[src/rtl/uart_frame_pkg.sv]
// Shared constants and types for the UART frame sequencer.
package uart_frame_pkg;

  localparam logic [7:0] SYNC_BYTE = 8'hA5;

  typedef enum logic [2:0] {
    S_IDLE = 3'd0,
    S_OPC  = 3'd1,
    S_LEN  = 3'd2,
    S_HI   = 3'd3,
    S_LO   = 3'd4,
    S_CSUM = 3'd5
  } state_t;

  localparam logic [1:0] ERR_LEN  = 2'd1;
  localparam logic [1:0] ERR_CSUM = 2'd2;
  localparam logic [1:0] ERR_TMO  = 2'd3;

endpackage

[src/rtl/uart_frame_ctrl_if.sv]
// Byte-in / word-out bundle between the UART receiver, the frame sequencer
// and the operand RAM. master = the sequencer, slave = its environment.
interface uart_frame_ctrl_if #(
  parameter int ADDR_W = 6
) ();

  logic              rx_valid;
  logic [7:0]        rx_byte;
  logic              wr_en;
  logic [ADDR_W-1:0] wr_addr;
  logic [15:0]       wr_data;
  logic [7:0]        frame_opcode;
  logic [ADDR_W:0]   frame_len;
  logic              frame_done;
  logic              frame_err;
  logic [1:0]        err_code;
  logic              busy;

  modport master (
    input  rx_valid, rx_byte,
    output wr_en, wr_addr, wr_data, frame_opcode, frame_len,
           frame_done, frame_err, err_code, busy
  );

  modport slave (
    output rx_valid, rx_byte,
    input  wr_en, wr_addr, wr_data, frame_opcode, frame_len,
           frame_done, frame_err, err_code, busy
  );

endinterface

[src/rtl/rx_timeout_ctr.sv]
// Inter-byte idle counter. Counts enabled cycles since the last clear and
// flags the cycle on which TIMEOUT_CYC-1 has been reached.
module rx_timeout_ctr #(
  parameter int TIMEOUT_CYC = 120000
) (
  input  logic clk,
  input  logic rst,
  input  logic clear_i,
  input  logic enable_i,
  output logic expired_o
);

  localparam int CW = (TIMEOUT_CYC > 2) ? $clog2(TIMEOUT_CYC) : 1;
  localparam logic [CW-1:0] LAST = CW'(TIMEOUT_CYC - 1);

  logic [CW-1:0] cnt_q;

  assign expired_o = enable_i && (cnt_q == LAST);

  // Count idle cycles; wrap to zero on expiry so the count never overruns.
  always_ff @(posedge clk or posedge rst) begin
    if (rst) begin
      cnt_q <= '0;
    end else if (clear_i) begin
      cnt_q <= '0;
    end else if (enable_i) begin
      if (cnt_q == LAST) cnt_q <= '0;
      else               cnt_q <= cnt_q + CW'(1);
    end
  end

endmodule

[src/rtl/uart_frame_ctrl.sv]
// Frame-level sequencer for the UART receive path: checks SYNC/OPCODE/LEN/
// payload/CHECKSUM framing, packs payload into 16-bit words (MSB first) and
// writes them to the operand RAM, then pulses frame_done or frame_err.
module uart_frame_ctrl
  import uart_frame_pkg::*;
#(
  parameter int MAX_WORDS   = 64,
  parameter int ADDR_W      = 6,
  parameter int TIMEOUT_CYC = 120000
) (
  input  logic             iCE_CLK,
  input  logic             rst,
  uart_frame_ctrl_if.master fr
);

  localparam int         IW      = ADDR_W + 1;
  localparam logic [7:0] MAX_LEN = 8'(MAX_WORDS);

  state_t            state_q;
  logic [IW-1:0]     idx_q;
  logic [IW-1:0]     idx_d;
  logic [7:0]        csum_q;
  logic [7:0]        csum_d;
  logic [7:0]        hi_q;

  logic              wr_en_q;
  logic [ADDR_W-1:0] wr_addr_q;
  logic [15:0]       wr_data_q;
  logic [7:0]        opcode_q;
  logic [IW-1:0]     len_q;
  logic              done_q;
  logic              err_q;
  logic [1:0]        err_code_q;
  logic              busy_q;

  logic              tmo_expired;

  assign idx_d  = idx_q + IW'(1);
  assign csum_d = csum_q ^ fr.rx_byte;

  // The timer only runs inside a frame and restarts on every received byte.
  rx_timeout_ctr #(
    .TIMEOUT_CYC (TIMEOUT_CYC)
  ) u_tmo (
    .clk       (iCE_CLK),
    .rst       (rst),
    .clear_i   (fr.rx_valid || (state_q == S_IDLE)),
    .enable_i  (state_q != S_IDLE),
    .expired_o (tmo_expired)
  );

  // Frame FSM with registered outputs; a received byte always beats a timeout.
  always_ff @(posedge iCE_CLK or posedge rst) begin
    if (rst) begin
      state_q    <= S_IDLE;
      idx_q      <= '0;
      csum_q     <= '0;
      hi_q       <= '0;
      wr_en_q    <= 1'b0;
      wr_addr_q  <= '0;
      wr_data_q  <= '0;
      opcode_q   <= '0;
      len_q      <= '0;
      done_q     <= 1'b0;
      err_q      <= 1'b0;
      err_code_q <= '0;
      busy_q     <= 1'b0;
    end else begin
      wr_en_q <= 1'b0;
      done_q  <= 1'b0;
      err_q   <= 1'b0;
      if (fr.rx_valid) begin
        case (state_q)
          S_IDLE: begin
            if (fr.rx_byte == SYNC_BYTE) begin
              state_q <= S_OPC;
              busy_q  <= 1'b1;
            end
          end
          S_OPC: begin
            opcode_q <= fr.rx_byte;
            csum_q   <= fr.rx_byte;
            state_q  <= S_LEN;
          end
          S_LEN: begin
            if ((fr.rx_byte == 8'd0) || (fr.rx_byte > MAX_LEN)) begin
              err_q      <= 1'b1;
              err_code_q <= ERR_LEN;
              state_q    <= S_IDLE;
              busy_q     <= 1'b0;
            end else begin
              len_q   <= IW'(fr.rx_byte);
              csum_q  <= csum_d;
              idx_q   <= '0;
              state_q <= S_HI;
            end
          end
          S_HI: begin
            hi_q    <= fr.rx_byte;
            csum_q  <= csum_d;
            state_q <= S_LO;
          end
          S_LO: begin
            wr_data_q <= {hi_q, fr.rx_byte};
            wr_addr_q <= idx_q[ADDR_W-1:0];
            wr_en_q   <= 1'b1;
            csum_q    <= csum_d;
            idx_q     <= idx_d;
            state_q   <= (idx_d == len_q) ? S_CSUM : S_HI;
          end
          S_CSUM: begin
            if (fr.rx_byte == csum_q) begin
              done_q <= 1'b1;
            end else begin
              err_q      <= 1'b1;
              err_code_q <= ERR_CSUM;
            end
            state_q <= S_IDLE;
            busy_q  <= 1'b0;
          end
          default: begin
            state_q <= S_IDLE;
            busy_q  <= 1'b0;
          end
        endcase
      end else if (tmo_expired) begin
        err_q      <= 1'b1;
        err_code_q <= ERR_TMO;
        state_q    <= S_IDLE;
        busy_q     <= 1'b0;
      end
    end
  end

  assign fr.wr_en        = wr_en_q;
  assign fr.wr_addr      = wr_addr_q;
  assign fr.wr_data      = wr_data_q;
  assign fr.frame_opcode = opcode_q;
  assign fr.frame_len    = len_q;
  assign fr.frame_done   = done_q;
  assign fr.frame_err    = err_q;
  assign fr.err_code     = err_code_q;
  assign fr.busy         = busy_q;

endmodule

[src/flat_wrapper.sv]
// flat-port wrapper written by rule: the top's interface ports become plain ports
module uart_frame_ctrl_flat import uart_frame_pkg::*;
#(
  parameter int MAX_WORDS   = 64,
  parameter int ADDR_W      = 6,
  parameter int TIMEOUT_CYC = 120000
)
  (iCE_CLK, rst, fr_rx_valid, fr_rx_byte, fr_wr_en, fr_wr_addr, fr_wr_data, fr_frame_opcode, fr_frame_len, fr_frame_done, fr_frame_err, fr_err_code, fr_busy);
  uart_frame_ctrl_if #(.ADDR_W(ADDR_W)) fr_i ();
  input  logic iCE_CLK;
  input  logic rst;
  input wire logic [$bits(fr_i.rx_valid)-1:0] fr_rx_valid;
  input wire logic [$bits(fr_i.rx_byte)-1:0] fr_rx_byte;
  output wire logic [$bits(fr_i.wr_en)-1:0] fr_wr_en;
  output wire logic [$bits(fr_i.wr_addr)-1:0] fr_wr_addr;
  output wire logic [$bits(fr_i.wr_data)-1:0] fr_wr_data;
  output wire logic [$bits(fr_i.frame_opcode)-1:0] fr_frame_opcode;
  output wire logic [$bits(fr_i.frame_len)-1:0] fr_frame_len;
  output wire logic [$bits(fr_i.frame_done)-1:0] fr_frame_done;
  output wire logic [$bits(fr_i.frame_err)-1:0] fr_frame_err;
  output wire logic [$bits(fr_i.err_code)-1:0] fr_err_code;
  output wire logic [$bits(fr_i.busy)-1:0] fr_busy;
  assign fr_i.rx_valid = fr_rx_valid;
  assign fr_i.rx_byte = fr_rx_byte;
  assign fr_wr_en = fr_i.wr_en;
  assign fr_wr_addr = fr_i.wr_addr;
  assign fr_wr_data = fr_i.wr_data;
  assign fr_frame_opcode = fr_i.frame_opcode;
  assign fr_frame_len = fr_i.frame_len;
  assign fr_frame_done = fr_i.frame_done;
  assign fr_frame_err = fr_i.frame_err;
  assign fr_err_code = fr_i.err_code;
  assign fr_busy = fr_i.busy;
  uart_frame_ctrl #(.MAX_WORDS(MAX_WORDS), .ADDR_W(ADDR_W), .TIMEOUT_CYC(TIMEOUT_CYC)) u_core (.iCE_CLK(iCE_CLK), .rst(rst), .fr(fr_i));
endmodule
[config.mk]
export PLATFORM = sky130hd
export DESIGN_NAME = uart_frame_ctrl_flat
export DESIGN_NICKNAME = d
export VERILOG_FILES = /design/src/rtl/uart_frame_pkg.sv /design/src/rtl/uart_frame_ctrl_if.sv /design/src/rtl/rx_timeout_ctr.sv /design/src/rtl/uart_frame_ctrl.sv /design/src/flat_wrapper.sv
export SDC_FILE = /design/constraint.sdc
export NUM_CORES = 1
export LEC_CHECK = 0
export ABC_AREA = 1
export CAP_MARGIN = 0
export CORE_AREA = 2 2 122 76
export DETAILED_ROUTE_END_ITERATION = 6
export DIE_AREA = 0 0 124 78
export PLACE_DENSITY = 0.82
export REMOVE_ABC_BUFFERS = 1
export SLEW_MARGIN = 10
export SYNTH_ARGS = -nofsm -noshare
export SYNTH_HDL_FRONTEND = slang
export SYNTH_SLANG_ARGS = --single-unit
[constraint.sdc]
create_clock -name iCE_CLK -period 7.3 [get_ports iCE_CLK]
set_input_delay 1.095 -clock iCE_CLK [delete_from_list [all_inputs] [get_ports iCE_CLK]]
set_output_delay 1.095 -clock iCE_CLK [all_outputs]
set_load 0.02 [all_outputs]
-- Word level (Yosys, flattened, before mapping)
Index checks and enable logic that the tools add are counted.
- add/sub/neg operators: 2
- $mul: 0
- div/mod/pow operators: 0
- $lt $le $gt $ge: 1
- eq/ne operators: 15
- shift operators: 0
- mux-type cells: 33
- bitwise operators: 2
- reduce and logical (&&, ||, !) cells: 21
- operators by type and width (cell ; count):
    $mux 17 ; 3
    $pmux 8 s3 ; 1
    $add 17x1->17 const B ; 1
    $eq 17x17->1 const B ; 1
    $pmux 3 s5 ; 1
    $pmux 7 s2 ; 1
    $mux 1 ; 13
    $mux 3 ; 4
    $mux 2 ; 5
    $reduce_and 3->1 ; 3
    $eq 8x8->1 ; 1
    $eq 8x8->1 const B ; 1
    $gt 8x7->1 const B ; 1
    $logic_not 8->1 ; 1
    $mux 8 ; 1
    $reduce_and 2->1 ; 4
    $reduce_and 4->1 ; 2
    $xor 8x8->8 ; 1
    $add 7x1->7 const B ; 1
    $eq 7x7->1 ; 1
    $mux 7 ; 1
    $eq 3x2->1 const B ; 2
    $eq 3x3->1 const B ; 2
    $ne 3x3->1 const B ; 2
    15 further kinds ; 20
- register bits after elaboration: 86
- bits in latches: 0
- RAM bits: 0
- ROM bits: 0
- bits of input ports: 11
- output and inout bits: 43
- word-level logic and storage cells: 88
- memories kept: 0

-- Longest topological paths before layout
- depth in word-level cells: 5
- mapped depth: 14
- depth with buffers taken out: 14

-- Modules after synthesis
A second synthesis with hierarchy kept.
- cell total of the unflattened synthesis: 560
- area, all modules: 4345.4 µm²
- modules (own cells, without submodules) (module ; times used ; cells an instance ; area each (µm²) ; seq. area each (µm²)):
    uart_frame_ctrl ; 1 ; 379 ; 3170.5 ; 1726.7
    rx_timeout_ctr ; 1 ; 181 ; 1174.9 ; 425.4

-- Worst setup path after synthesis
No wires, ideal clock.
- path kind: input-to-reg
- from: input port fr_rx_byte[4]
- to: register u_core.len_q[6], in the netlist u_core.fr.frame_len[6]
- library setup time: 120 ps
- arrival: 1970 ps
- slack: 5209 ps
- cell stages on the path: 9
- path buffers: 1
- cell sequence: nor2_1 nand3_1 nand2_1 nand2_1 nor2_1 nand3_1 buf_6 nand2_1 o21ai_2
- longest elaborated chain between the ends: 4
- RTL lines (element ; line ; RTL):
    start: declaration ; flat_wrapper.sv:13 ; input wire logic [$bits(fr_i.rx_byte)-1:0] fr_rx_byte;
    $gt 8x7->1 or $logic_not 8->1 (tied branches) ; uart_frame_ctrl.sv:86 ; if ((fr.rx_byte == 8'd0) || (fr.rx_byte > MAX_LEN)) begin
    $logic_or 1x1->1 * ; uart_frame_ctrl.sv:86 ;
    $not 1->1 (no source line) * ; - ;
    $reduce_and 3->1 (no source line) * ; - ;
    end signal: assignment ; uart_frame_ctrl.sv:92 ; len_q <= IW'(fr.rx_byte);
    end: declaration ; uart_frame_ctrl.sv:30 ; logic [IW-1:0] len_q;
Every way passes the cells marked *; elsewhere a longest branch is shown, timed or not.
A chain may end at the register's enable or synchronous reset.

-- Worst setup path in the final report
- from: input port fr_rx_valid
- to: register u_core.wr_addr_q[0], in the netlist u_core.fr.wr_addr[0]
- longest elaborated chain between the ends: 1
- RTL lines (element ; line ; RTL):
    start: declaration ; flat_wrapper.sv:12 ; input wire logic [$bits(fr_i.rx_valid)-1:0] fr_rx_valid;
    $reduce_and 2->1 (no source line) ; - ;
    end signal: assignment ; uart_frame_ctrl.sv:105 ; wr_addr_q <= idx_q[ADDR_W-1:0];
    end: declaration ; uart_frame_ctrl.sv:27 ; logic [ADDR_W-1:0] wr_addr_q;
Every way passes these cells.

==> reports/qor.yml <==
synthesis:
  yosysWarnings: 0
  yosys_register_bits: 86
  synth_compound_area_frac: 0.1041
  synth_top_family_by_area: "simple AND/OR/NAND/NOR gates"
  synth-xor-area-share: 0.03131
  seq_area_frac_synth: 0.5128
  synth_edf_count: 0
  synth_cell_type_count: 34
  syn_inst: 510
  synth_simple_gate_area_frac: 0.2800
  synth.area.mux_share: 0
  synthAdderAreaFrac: 0.005963
  synth.avg_cell_area_um2: 8.228
  syn-cell-area_um2: 4197
  async_reset_ff_frac: 1.000
  synth_ff_type: "dfrtp_1"
floorplanning:
  coreArea_um2: 8458
  die_h_um: 78
  io_pins: 54
  initial_core_util: 0.4962
  die_w_um: 124
  row_count: 26
  fp.dieArea_um2: 9672
layout:
  num_antenna_cells: 0
  seq_area_um2: 2152
  nets: 578
  syn2layout_area_growth_pct: 22.12
  multi_input_area_um2: 1768
  fillers: 730
  mostFrequentLayoutCells: "nand2_1, dfrtp_1, clkdlybuf4s50_1"
  final_util: 0.6059
  drive_gt1_frac: 0.08947
  mostFrequentLayoutCell: "nand2_1"
  layoutNonFillerInstCount: 682
power_and_ir_drop:
  power_density_nw_per_um2: 411.8
  irDropWorstVdd_v: 0.0002218
  leakagePower_nw: 2.365
timing:
  layout_setup_ws_ns: 4.230
  hold_violations: 0
  fin_skew_ns: 0.004398
  slew_headroom: 0.2802
  min_period_ns: 3.070
  rsz0062_at_grt: "no"
  max_freq_mhz: 325.7
  worst_pin_slew_ns: 1.080
  setup_violations: 0
  drv_slew: 0
  post-route-period-util: 0.4205
  holdWs_ns: 0.4555
  setup_tns_ns: 0
setup_path:
  path_class: "input port to flip-flop"
  cp.required_ns: 7.54
  critPathLaunchType: "input port"
  reg2reg_from: "u_core.state_q[0]"
  endpoint_kind: "flip-flop"
  crit_path_start: "fr_rx_valid"
  crit_fanout: 35
  worst_ep_arrival_time_ns: 3.31
global_route:
  grt_util_all_layers: 0.2311
  antenna_found_initial: 0
  grt_pass1_vias: 3533
  overflow: 0
  grt_pass1_wl_mm: 16.88
  grt_max_degree: 87
route:
  wire_per_inst_um: 14.86
  first_pass_iters: 5
  drt-total-wl_mm: 10.14
  vias: 3638
  drtIter0Drc: 384
  via_per_inst: 5.334
  drc: 0
  detail-route-antenna-nets: 0
clock_tree:
  postCtsHoldBufs: 0
  cts_buffers: 9
  cts.htree.levels: 3
  cts_max_path_buffers: 2
  cts_root_buf: "clkbuf_16"
  cts_setup_buffers: 0
  cts_resized: 0
  cts_num_sinks: 86
  path_clk_slew_ns: 0.06
  insertion_delay_ns: 0.35
  cts_tree: "done"
placed_design:
  io_buffers: 53
  place_hpwl_mm: 7.158
  pre_cts_slack_ns: 3.968
  placedCellCount: 666
  gp_congestion: 0.9351
status:
  status: "finished clean"
min_path:
  min_path_type: "flip-flop to flip-flop"
  min_from: "u_core.u_tmo.cnt_q[0]"
flow_run:
  drv_cap: 0
where the power goes:
part           internal, mW  leakage [nW]  switching (mW)
Combinational         0.342          1.09           0.501
Sequential            0.642          1.12           0.135
Clock                 0.308         0.157           0.181
area by class of cell:
class                           instances  area share
Timing Repair Buffer                   54      0.1050
Tap cell                              112     0.02734
Clock buffer                           12     0.04810
Multi-Input combinational cell        359      0.3450
Clock inverter                          4     0.01367
Inverter                               55     0.04102
Sequential cell                        86      0.4199
flip-flops by register name, summed over array words and instances (netlist names):
signal / flops
u_core.fr.busy: 1
u_core.fr.frame_done: 1
u_core.fr.frame_opcode: 8
u_core.u_tmo.cnt_q: 17
u_core.fr.wr_en: 1
u_core.fr.frame_len: 7
u_core.fr.frame_err: 1
u_core.hi_q: 8
u_core.fr.err_code: 2
u_core.idx_q: 7
u_core.fr.wr_data: 16
u_core.fr.wr_addr: 6
u_core.state_q: 3
u_core.csum_q: 8
routing by layer:
metal | wire length [um] | vias to the layer above | GRT usage
li1 | - | 1750 | -
met1 | 4971 | 1710 | 0.3440
met2 | 4208 | 166 | 0.3258
met3 | 834 | 12 | 0.06471
met4 | 123 | 0 | 0.07079
met5 | 0 | - | 0
cells by family (layout without fill, tap and decap cells):
kind of cell / count (synthesis) / in the layout
adders and majority gates: 2 / 2
AOI/OAI and AO/OA: 76 / 76
DFF: 86 / 86
xor gates and xnor gates: 15 / 15
buffers and inverters: 65 / 125
and+or+nand+nor: 266 / 266
synthesized netlist by cell type (2+ instances only):
cell type	number	area (um^2)
nand2_1	160	600.6
dfrtp_1	86	2152
inv_1	47	176.4
o21ai_0	38	190.2
nor2_1	36	135.1
nand3_1	31	155.2
o21ai_1	17	85.08
nor3_1	10	50.05
o21ai_2	10	87.58
nand4_1	9	56.30
xor2_1	8	70.07
inv_2	7	26.28
xnor2_1	7	61.31
buf_2	6	30.03
nor2_2	6	37.54
a21oi_1	3	15.01
buf_6	3	33.78
o21a_1	3	22.52
a31oi_1	2	12.51
ha_1	2	25.02
nand2_2	2	12.51
nand3_2	2	20.02
nand3b_1	2	15.01
nor2_4	2	22.52
nor4_1	2	12.51
metrics by stage:
step,power [mW],instance area (um^2)
after detailed placement,1.617,4808
after CTS,2.118,5125
after floorplan,1.283,4129
after global placement,1.584,4808
final,2.110,5125
after global routing,2.261,5125
path summary, 6_finish.rpt:
kind / to / slack (ns) / cells past startpoint
max in group asynchronous: u_core.u_tmo.cnt_q[9] / 5.19 / 3
worst max-delay path: u_core.fr.wr_addr[0] / 4.23 / 7
worst max register to register: u_core.fr.wr_addr[0] / 5.17 / 9
min in group asynchronous: u_core.u_tmo.cnt_q[11] / 1.41 / 3
worst min-delay path: u_core.u_tmo.cnt_q[0] / 0.46 / 1
worst min register to register: u_core.u_tmo.cnt_q[0] / 0.46 / 1
worst max-delay path, cell delays in order:
cell and delay, ns:
clkdlybuf4s50_1 0.77, inv_1 0.26, nor2_2 0.47, inv_2 0.36
nor2_1 0.17, inv_1 0.06, o21a_1 0.10
No activity file was read; power rests on OpenSTA's default activity.
